==> src/rtl/ctrl_fifo_mem.sv <==
// ctrl_fifo_mem: FIFO controller for an external single-port memory array.
//
// Each request runs as a short sequence so that the row select is stable
// before, during and after the write strobe. The memory itself lives
// outside this block. Its read data (Do) is combinational from SEL.
//
// Parameters:
//   WS  data word width
//   MS  number of memory rows (width of the one-hot SEL)
//   AW  pointer width, 2**AW must equal MS
//
// Ports:
//   clk         clock, rising edge
//   reset       synchronous active-high reset
//   push, Din   write request and data, sampled only while ready=1
//   pop         read request, sampled only while ready=1
//   Dout        last word read (registered)
//   dout_valid  one-cycle pulse in the first idle cycle after a read
//   ready       high only while idle
//   full        registered, count == MS
//   empty       registered, count == 0
//   SEL         one-hot row select to the memory
//   Wri         write strobe to the memory
//   Di          write data to the memory
//   Do          read data from the memory
//   err         (only with CTRL_FIFO_MEM_ERR_EN) sticky flag, set when a push
//               arrives while full or a pop arrives while empty, in idle
//
// Build option: define CTRL_FIFO_MEM_ERR_EN to add the err output.

module ctrl_fifo_mem #(
   parameter int unsigned WS = 4,
   parameter int unsigned MS = 16,
   parameter int unsigned AW = 4
) (
   input  logic          clk,
   input  logic          reset,
   input  logic          push,
   input  logic [WS-1:0] Din,
   input  logic          pop,
   output logic [WS-1:0] Dout,
   output logic          dout_valid,
   output logic          ready,
   output logic          full,
   output logic          empty,
   output logic [MS-1:0] SEL,
   output logic          Wri,
   output logic [WS-1:0] Di,
   input  logic [WS-1:0] Do
`ifdef CTRL_FIFO_MEM_ERR_EN
   ,
   output logic          err
`endif
);

   typedef enum logic [2:0] {
      StIdle,
      StWrSetup,
      StWrPulse,
      StWrHold,
      StRdSetup,
      StRdCapture
   } state_e;

   localparam logic [AW:0] CountMax = (AW+1)'(MS);
   localparam logic [AW:0] CountOne = (AW+1)'(1);

   state_e        state_q;
   logic [AW-1:0] wptr_q;
   logic [AW-1:0] rptr_q;
   logic [AW:0]   count_q;
   logic          take_pop;
   logic          take_push;

   // Pop wins when both are requested and there is data to read.
   assign take_pop  = pop && !empty;
   assign take_push = push && !full && !take_pop;

   assign ready = (state_q == StIdle);

   function automatic logic [MS-1:0] onehot(input logic [AW-1:0] ptr);
      logic [MS-1:0] v;
      v      = '0;
      v[ptr] = 1'b1;
      return v;
   endfunction

   always_ff @(posedge clk) begin
      if (reset) begin
         state_q    <= StIdle;
         wptr_q     <= '0;
         rptr_q     <= '0;
         count_q    <= '0;
         SEL        <= '0;
         Wri        <= 1'b0;
         Di         <= '0;
         Dout       <= '0;
         dout_valid <= 1'b0;
         empty      <= 1'b1;
         full       <= 1'b0;
`ifdef CTRL_FIFO_MEM_ERR_EN
         err        <= 1'b0;
`endif
      end else begin
         dout_valid <= 1'b0;
         case (state_q)
            StIdle: begin
               // SEL is driven while Wri is still low, so the row is
               // settled before the strobe rises.
               if (take_pop) begin
                  SEL     <= onehot(rptr_q);
                  state_q <= StRdSetup;
               end else if (take_push) begin
                  Di      <= Din;
                  SEL     <= onehot(wptr_q);
                  state_q <= StWrSetup;
               end
`ifdef CTRL_FIFO_MEM_ERR_EN
               if ((push && full) || (pop && empty)) begin
                  err <= 1'b1;
               end
`endif
            end
            StWrSetup: begin
               Wri     <= 1'b1;
               state_q <= StWrPulse;
            end
            StWrPulse: begin
               Wri     <= 1'b0;
               state_q <= StWrHold;
            end
            StWrHold: begin
               SEL     <= '0;
               wptr_q  <= wptr_q + 1'b1;
               count_q <= count_q + CountOne;
               full    <= ((count_q + CountOne) == CountMax);
               empty   <= 1'b0;
               state_q <= StIdle;
            end
            StRdSetup: begin
               state_q <= StRdCapture;
            end
            StRdCapture: begin
               Dout       <= Do;
               SEL        <= '0;
               rptr_q     <= rptr_q + 1'b1;
               count_q    <= count_q - CountOne;
               full       <= 1'b0;
               empty      <= (count_q == CountOne);
               dout_valid <= 1'b1;
               state_q    <= StIdle;
            end
            default: begin
               SEL     <= '0;
               Wri     <= 1'b0;
               state_q <= StIdle;
            end
         endcase
      end
   end

endmodule
==> config.mk <==
export PLATFORM = sky130hd
export DESIGN_NAME = ctrl_fifo_mem
export DESIGN_NICKNAME = d
export VERILOG_FILES = /design/src/rtl/ctrl_fifo_mem.sv
export SDC_FILE = /design/constraint.sdc
export NUM_CORES = 1
export LEC_CHECK = 0
export CORE_MARGIN = 2
export CORE_UTILIZATION = 25
export DETAILED_ROUTE_END_ITERATION = 10
export PLACE_DENSITY = 0.52
export RECOVER_POWER = 100
export SYNTH_ARGS = -nofsm -noshare
export SYNTH_HDL_FRONTEND = slang
export SYNTH_SLANG_ARGS = --single-unit
==> constraint.sdc <==
create_clock -name clk -period 2.8 [get_ports clk]
set_input_delay 0.42 -clock clk [delete_from_list [all_inputs] [get_ports clk]]
set_output_delay 0.42 -clock clk [all_outputs]
set_load 0.01 [all_outputs]
==> results.toml <==
[outcome]
status = "completed"

[pwr]
internal_power_w = 0.000911
sw_frac_of_total = 0.257
power_per_cell_area_nw_per_um2 = 462
comb_power_share = 0.116
p_sw_w = 0.000315
seqPwrFrac = 0.542
p_leak_nw = 1.01
ir_worst_vdd_v = 0.000174
clockPowerShare = 0.342

[floorplan]
die-height_um = 97.2
initial_core_util = 0.261
chipWidth_um = 97.2
placement_rows = 33
num_io_pins = 41
coreArea_um2 = 8300
die-area_um2 = 9440

[synth]
async_flop_share = 0
synth_edf_count = 0
ys_seq_area_frac = 0.406
ys.flop_type = "dfxtp_1"
ys_types = 43
syn_area_um2 = 2170
netlist.area_leader.share = 0.406
avgSynthCellArea_um2 = 9.95
synthDominantAreaCellType = "dfxtp_1"
ys_ff_latch = 44
syn-num-nets = 242
synthCells = 218
synth_warnings = 0
synthTopCellsByArea = "dfxtp_1 41%, ha_1 6.9%, o2bb2ai_2 6.2%, a22oi_1 5.5%, nand2_1 3.3%"
synthTopCellsByCount = "44 x dfxtp_1, 19 x nand2_1, 16 x a22oi_1, 15 x nor2_1, 12 x ha_1"
yosysMostFrequentCell = "dfxtp_1"

[job]
max-cap-violations = 0

[place]
dpl.cell_count = 352
dpl.hpwl_mm = 3.31
gp_congestion = 0.828
io_buffer_count = 40
dpl-instance-area_um2 = 2600

[setup_path]
rrSetupSlack_ns = 1.05
cp_data_arrival_time_ns = 1.76
critPathSlowestCell = "clkdlybuf4s50_1"
critPathKind = "flip-flop to primary output"
critPathLaunch = "state_q[1]"
reg2reg_depth = 4
worstPathRequired_ns = 2.38
cp_cell_sequence = "nor3_1, clkdlybuf4s50_1"
rr_startpoint = "state_q[1]"
critPathLaunchType = "flip-flop"
crit_end = "ready"
max_stage_delay_ns = 0.62
reg2reg_to = "SEL[2]"
cp_max_fo = 11
end_kind = "primary output"

[timing]
finClkSkew_ns = 0.00885
fin_crit_sh = 0.780
slew_violations = 0
finalCriticalPeriod_ns = 2.18
max_slew_margin = 0.500
rsz0062_at_grt = "false"
max_freq_mhz = 458
hold_viol_final = 0
tightest_slew_ns = 0.751
setup_viol = 0
tns_ns = 0

[layout]
fill_cells = 860
final_nets = 278
antenna_cells = 0
area_delta_synth_final_pct = 22.3
final_area_um2 = 2650
drive_gt1_frac = 0.0667
final_cells = 360

[clocking]
cts-resized-gates = 0
h-tree-depth = 2
clk_pin_slew_ns = 0.09
clockBufferDepth = 2
cts_hold_buf = 0
clock_sinks = 44
clk_latency_ns = 0.30
post_cts_buffers = 0
root_buffer = "clkbuf_8"
cts_buffers = 5
cts_tree = "yes"

[grt]
grt.total_usage = 0.102
grt_pass1_vias = 1621
grt_pass1_wl_mm = 8.00
grt_max_degree = 21
overflow = 0
antenna_found_initial = 0

[min_path]
hold_class = "flip-flop to flip-flop"

[detailed_routing]
vias = 1656
wl_per_cell_um = 12.9
routed_wl_mm = 4.66
drt_iter0_drc = 64
ant_nets = 0
viasPerCell = 4.60
drc = 0
first_pass_iters = 4
==> registers in the layout (all words and copies together) (netlist names) <==
name	count
dout_valid	1
wptr_q	4
state_q	3
Dout	4
Di	4
count_q	5
SEL	16
rptr_q	4
Wri	1
full	1
empty	1
==> per-layer routing <==
metal | vias up | wire, um | track usage
met5 | - | 0 | 0
met4 | 0 | 85 | 0.0455
met3 | 8 | 122 | 0.0158
met2 | 27 | 2060 | 0.165
met1 | 765 | 2390 | 0.135
li1 | 856 | - | -
==> per-stage QoR <==
stage / setup slack (ns) / total power [W] / hold slack [ns] / utilization
6_report: 0.616 / 0.00123 / 0.459 / 0.320
4_1_cts: 0.784 / 0.00126 / 0.466 / 0.324
2_1_floorplan: 1.39 / 0.000792 / 0.478 / -
3_5_place_dp: 0.651 / 0.000836 / 0.450 / 0.313
5_1_grt: 0.497 / 0.00128 / 0.478 / 0.320
3_3_place_gp: 0.664 / 0.000836 / 0.448 / 0.313
==> cell type report <==
class                           count  area (um2)  area share
Clock buffer                        7        86.3      0.0325
Clock inverter                      1        7.51     0.00283
Inverter                            8        30.0      0.0113
Multi-Input combinational cell    153        1100       0.417
Sequential cell                    44         881       0.332
Tap cell                          105         131      0.0495
Timing Repair Buffer               42         412       0.155
==> power groups by stage <==
stage	registers, W	logic (W)	clock network [W]
5_1_grt	0.000669	0.000158	0.000458
2_1_floorplan	0.000675	0.000116	0
3_3_place_gp	0.000682	0.000154	0
6_report	0.000664	0.000142	0.000420
4_1_cts	0.000667	0.000155	0.000435
3_5_place_dp	0.000682	0.000154	0
==> worst min path at each step <==
stage	startpoint	to	slack (ns)	cells after the start
after global placement	Dout[0]	Dout[0]	0.45	2
after CTS	Dout[2]	Dout[2]	0.47	2
final	Dout[1]	Dout[1]	0.46	2
after detailed placement	SEL[13]	SEL[13]	0.45	1
after global routing	Dout[2]	Dout[2]	0.48	2
after floorplan	rptr_q[0]	rptr_q[0]	0.48	2
==> layout by cell type, fill, tap and decap left out, drive strengths merged <==
master	netlist	final
a211oi	2	2
nand3	1	1
o31ai	1	1
dfxtp	44	44
nor3	10	10
a21oi	10	10
nor4	1	1
buf	11	1
o2bb2ai	16	16
xor2	5	5
nand2	19	19
a22oi	17	17
mux2i	4	4
nand3b	2	2
clkbuf	2	8
nand4	3	3
and4b	1	1
xnor2	4	4
nor3b	3	3
a211o	1	1
dlygate4sd3	0	30
clkinvlp	0	1
nor2	15	15
inv	8	8
clkdlybuf4s50	0	10
maj3	1	1
o22ai	2	2
and3	6	6
nor2b	4	4
a32oi	2	2
ha	12	12
nand2b	3	3
or2	2	2
and3b	2	2
o21ai	4	4
==> critical path: cells and delay by family, from the launching register on <==
kind | cells | cell delay [ns]
buf+inv | 1 | 0.62
simple gates | 1 | 0.43
flops | 1 | 0.42
==> cell families after synthesis <==
family,Yosys count,synth area share
simple gates,72,0.174
compound gates,55,0.223
flops,44,0.406
buf+inv,21,0.0686
fa+ha+maj,13,0.0738
xor+xnor,9,0.0363
mux,4,0.0185
(Power assumes the default switching activity.)
